==> src/rtl/hack_loader.sv <==
// hack_loader: frames a UART byte stream into 16-bit words, writes them to program RAM, gates CPU reset on a verified frame
// Ports: clk/reset (sync, active-high); rx_valid/rx_byte byte strobe in;
// ram_data/ram_load/ram_address RAM write port; cpu_reset, done, error status (all registered).
module hack_loader #(
    parameter int ADDR_W    = 13,
    parameter int BASE_ADDR = 0,
    parameter int TIMEOUT   = 1_000_000
) (
    input  logic              clk,
    input  logic              reset,
    input  logic              rx_valid,
    input  logic [7:0]        rx_byte,
    output logic [15:0]       ram_data,
    output logic              ram_load,
    output logic [ADDR_W-1:0] ram_address,
    output logic              cpu_reset,
    output logic              done,
    output logic              error
);
    localparam int TW = $clog2(TIMEOUT + 1);
    typedef enum logic [2:0] {IDLE, LEN_HI, LEN_LO, W_HI, W_LO, CHK, DONE, ERR} state_t;
    state_t state_q, state_d;
    logic [7:0] sum_q, sum_d, hi_q, hi_d;
    logic [15:0] len_q, len_d, data_d, n;
    logic [16:0] cnt_q, cnt_d, cnt_inc;
    logic [TW-1:0] tmo_q, tmo_d;
    logic [ADDR_W-1:0] addr_d;
    logic load_d, timed;
    always_comb begin
        timed   = state_q inside {LEN_HI, LEN_LO, W_HI, W_LO, CHK};
        n       = {len_q[15:8], rx_byte};
        cnt_inc = cnt_q + 17'd1;
        state_d = state_q;
        sum_d   = sum_q;
        hi_d    = hi_q;
        len_d   = len_q;
        cnt_d   = cnt_q;
        load_d  = 1'b0;
        data_d  = ram_data;
        // the address advances in the cycle after each write pulse
        addr_d  = ram_load ? ram_address + 1'b1 : ram_address;
        tmo_d   = (!timed || rx_valid) ? '0 : (tmo_q == TW'(TIMEOUT) ? tmo_q : tmo_q + 1'b1);
        if (rx_valid) begin
            unique case (state_q)
                IDLE, DONE, ERR: if (rx_byte == 8'hA5) begin
                    state_d = LEN_HI;
                    sum_d   = '0;
                    cnt_d   = '0;
                    addr_d  = ADDR_W'(BASE_ADDR);
                end
                LEN_HI: begin
                    len_d[15:8] = rx_byte;
                    sum_d       = sum_q + rx_byte;
                    state_d     = LEN_LO;
                end
                LEN_LO: begin
                    len_d   = n;
                    sum_d   = sum_q + rx_byte;
                    state_d = (32'(n) > (32'd1 << ADDR_W)) ? ERR : (n == 16'd0 ? CHK : W_HI);
                end
                W_HI: begin
                    hi_d    = rx_byte;
                    sum_d   = sum_q + rx_byte;
                    state_d = W_LO;
                end
                W_LO: begin
                    sum_d   = sum_q + rx_byte;
                    load_d  = 1'b1;
                    data_d  = {hi_q, rx_byte};
                    cnt_d   = cnt_inc;
                    state_d = (cnt_inc == {1'b0, len_q}) ? CHK : W_HI;
                end
                CHK: state_d = (rx_byte == sum_q) ? DONE : ERR;
            endcase
        end else if (timed && tmo_q == TW'(TIMEOUT - 1)) begin
            // this idle edge would bring the count to TIMEOUT
            state_d = ERR;
        end
    end
    always_ff @(posedge clk) begin
        if (reset) begin
            state_q     <= IDLE;
            sum_q       <= '0;
            hi_q        <= '0;
            len_q       <= '0;
            cnt_q       <= '0;
            tmo_q       <= '0;
            ram_load    <= 1'b0;
            ram_data    <= '0;
            ram_address <= ADDR_W'(BASE_ADDR);
            cpu_reset   <= 1'b1;
            done        <= 1'b0;
            error       <= 1'b0;
        end else begin
            state_q     <= state_d;
            sum_q       <= sum_d;
            hi_q        <= hi_d;
            len_q       <= len_d;
            cnt_q       <= cnt_d;
            tmo_q       <= tmo_d;
            ram_load    <= load_d;
            ram_data    <= data_d;
            ram_address <= addr_d;
            cpu_reset   <= state_d != DONE;
            done        <= state_d == DONE;
            error       <= state_d == ERR;
        end
    end
endmodule

==> config.mk <==
export PLATFORM = sky130hd
export DESIGN_NAME = hack_loader
export DESIGN_NICKNAME = d
export VERILOG_FILES = /design/src/rtl/hack_loader.sv
export SDC_FILE = /design/constraint.sdc
export NUM_CORES = 1
export LEC_CHECK = 0
export CAP_MARGIN = 20
export CORE_AREA = 2 2 94 96
export DETAILED_ROUTE_END_ITERATION = 12
export DIE_AREA = 0 0 96 98
export DONT_BUFFER_PORTS = 1
export GPL_TIMING_DRIVEN = 0
export PLACE_DENSITY = 0.77
export SETUP_SLACK_MARGIN = 0.4
export SLEW_MARGIN = 40
export SYNTH_ARGS = -nofsm -noshare
export SYNTH_HDL_FRONTEND = slang
export SYNTH_SLANG_ARGS = --single-unit
export TNS_END_PERCENT = 20
==> constraint.sdc <==
create_clock -name clk -period 3.07 [get_ports clk]
set_input_delay 0.614 -clock clk [delete_from_list [all_inputs] [get_ports clk]]
set_output_delay 0.614 -clock clk [all_outputs]
set_load 0.005 [all_outputs]
==> results.toml <==
[status]
status = "completed"

[power_and_ir_drop]
total_power_mw = 2.54
p_sw_mw = 0.674
peakVddDrop_mv = 0.265
power_density_nw_per_um2 = 466
seqPwrFrac_pct = 55.6
pwr-share-comb_pct = 9.7
p_int_mw = 1.87
power_leakage_nw = 1.93
power.share.switching_pct = 26.5
p_clk_share_pct = 34.8

[global_routing]
grt_usage_pct = 25.9
grt_pass1_vias = 4264
grt-busiest-layer = "met2"
grt.overflow.total = 0
met2_usage_pct = 43.2
met1_usage_pct = 31.8
grt_start_max_net_pins = 19
use_met3_pct = 6.79
grt_pass1_wl_mm = 19.3
grt_antenna_before_repair = 0

[timing]
finalHoldViolCount = 0
drv_slew = 0
rsz0062_at_grt = "true"
setup_viol = 0
worstMarginPinSlew_ns = 0.755
setup_tns_ns = 0
maxSlewHeadroom_pct = 49.4
fin_skew_ns = 0.0112
finalCritPeriodShare_pct = 81.8
fmax_mhz = 398
final.min_clock_period_ns = 2.51

[critical_path]
cp.arrival_ns = 2.77
rr_worst_depth = 8
cp-start-kind = "flop"
crit_chain = "ha_1, clkbuf_2, nand3_1, nor3_2, nor2b_1, o41a_1, a211oi_2, a21oi_1"
slowest_stage = "dfxtp_1"
cp_num_cells = 8
criticalPathCategory = "reg2reg"
crit_family = "compound AO/OA/AOI/OAI gates"
cp.required_ns = 3.32
cp_max_fo = 10
cp-end-kind = "flop"
slowest_delay_ns = 0.48
cp_num_buf_inv = 1

[yosys]
synth-edff-count = 0
synth.distinct_cells = 51
async_reset_ff_share_pct = 0
ys.flop_type = "dfxtp_1"
yosys_warnings = 0
avgSynthCellArea_um2 = 7.90
ys_ff_latch = 105
synth_mux_area_share_pct = 0.588
netlist_area_um2 = 5110
syn_inst = 647
synth_top_family_by_area = "simple AND/OR/NAND/NOR gates"
synthAdderAreaFrac_pct = 3.08
synth-xor-area-share_pct = 9.94
synthSimpleGateAreaFrac_pct = 27.6
ys_seq_area_share_pct = 41.1
syn-num-nets = 670
synth_compound_area_share_pct = 14.5

[drt]
routed_wl_mm = 11.7
antenna_left = 0
via_count = 4487
drc = 0
first_iter_violations = 228
drt_first_pass_iters = 5
vias_per_cell = 5.82
routedWlPerCell_um = 15.2

[place]
place.gp.congestion = 0.882
hpwl_mm = 8.40
io_buffers = 0
place_inst = 755

[min_path]
holdPathStages = 2
hp-class = "in2reg"

[finish]
syn_to_final_growth_pct = 6.85
finalNonFillerCells = 771
drive_gt1_share_pct = 4.37
n_antenna_cell = 0
num-fill-cells = 747
final_common_cell = "nand2_1"
layout.nets = 681
multi_input_area_um2 = 2860
area.sequential_um2 = 2100
final_core_util_pct = 64.5
layout_common_cells = "116 x nand2_1, 105 x dfxtp_1, 77 x nor2_1"

[floorplanning]
die_w_um = 96
chipHeight_um = 98
io-pin-count = 44
core-area_um2 = 8470
start_util_pct = 60.4
rows = 34
dieArea_um2 = 9410

[cts]
clock_path_buffers = 2
cts.reportedPaths.clkPinSlew_ns = 0.10
cts_root_buffer = "clkbuf_8"
clock_sinks = 105
numCtsBuffers = 9
h-tree-depth = 3
cts_tree = "done"
insertion_delay_ns = 0.38
post_cts_buffers = 0

[flow_run]
maxCapViolations = 0
## synthesized netlist by cell type, types with 2 or more instances
cell type	number	area share, %
nand4b_1	2	0.34
nor4b_1	2	0.34
and3_1	14	1.7
inv_1	11	0.81
a22oi_1	6	0.88
o21a_1	2	0.29
or3_1	13	1.6
nand2_1	116	8.5
a21oi_1	71	7.0
and2_1	5	0.61
xnor2_1	26	4.5
o21ai_0	26	2.5
nand2b_1	2	0.24
and4_1	3	0.51
nand4_1	10	1.2
dfxtp_1	105	41
xor2_1	32	5.5
nor2b_1	7	0.86
mux2i_1	3	0.59
ha_1	11	2.7
o31ai_1	2	0.29
nand3b_1	3	0.44
a31oi_1	5	0.61
nor2_1	77	5.7
o21ai_1	2	0.20
clkbuf_1	27	2.0
nand3_1	20	2.0
or4_1	2	0.29
a21o_1	5	0.73
buf_2	3	0.29
nor3_1	8	0.78
nor4_1	7	0.86
## per-stage QoR
step | setup slack (ns) | cell area (um^2) | hold WS (ns)
final | 0.558 | 5460 | 0.357
after global routing | 0.374 | 5460 | 0.344
after CTS | 0.566 | 5450 | 0.349
after detailed placement | 0.287 | 5250 | 0.448
after global placement | 0.345 | 5250 | 0.444
after floorplan | 0.731 | 5110 | 0.432
## state kept, by name (all words and copies together) (netlist names)
| name | count |
|---|---|
| len_q | 16 |
| tmo_q | 20 |
| done | 1 |
| ram_load | 1 |
| sum_q | 8 |
| error | 1 |
| state_q | 3 |
| ram_address | 13 |
| cpu_reset | 1 |
| cnt_q | 17 |
| ram_data | 16 |
| hi_q | 8 |
## final cells by class
type,instances,share of cell area [%]
well taps,108,2.47
inverters,11,0.756
flip-flops and latches,105,38.5
plain buffers,30,2.15
clock inverters,6,1.40
clock buffers,10,2.34
multi-input cells,501,52.4
## kinds of logic after synthesis
logic type | after synthesis
compound gates | 130
xor+xnor | 58
fa+ha+maj | 12
buf+inv | 41
flops | 105
mux | 3
simple gates | 298
## power groups by stage
stage	Combinational [mW]	Clock, mW	Sequential, mW
2_1_floorplan	0.191	0	1.44
3_3_place_gp	0.235	0	1.44
3_5_place_dp	0.242	0	1.44
4_1_cts	0.243	0.901	1.41
5_1_grt	0.278	0.951	1.42
6_report	0.246	0.884	1.41
## what timing repair did
action | CTS | global route
setup endpoints to repair | 2 | 7
hold buffers | 0 | 0
gates resized for setup | 1 | 2
## metal layers
layer  part of all wire (%)  routed length (um)  vias up
met5                      0                   0        -
met4                    2.1                 245        0
met3                    5.9                 694       26
met2                     49                5690      109
met1                     43                5070     2111
li1                       -                   -     2241
## path summary, 6_finish.rpt
path,slack (ns),end,start
worst max-delay path,0.56,state_q[1],cnt_q[0]
worst min-delay path,0.36,ram_data[3],rx_byte[3]
worst max register to register,0.56,state_q[1],cnt_q[0]
worst min register to register,0.46,hi_q[5],hi_q[5]
## worst register-to-register path, stage by stage, from the launching register on
cell	delay, ns
dfxtp_1	0.48
ha_1	0.20
clkbuf_2	0.23
nand3_1	0.24
nor3_2	0.36
nor2b_1	0.11
o41a_1	0.39
a211oi_2	0.29
a21oi_1	0.10
(Power assumes the default switching activity.)
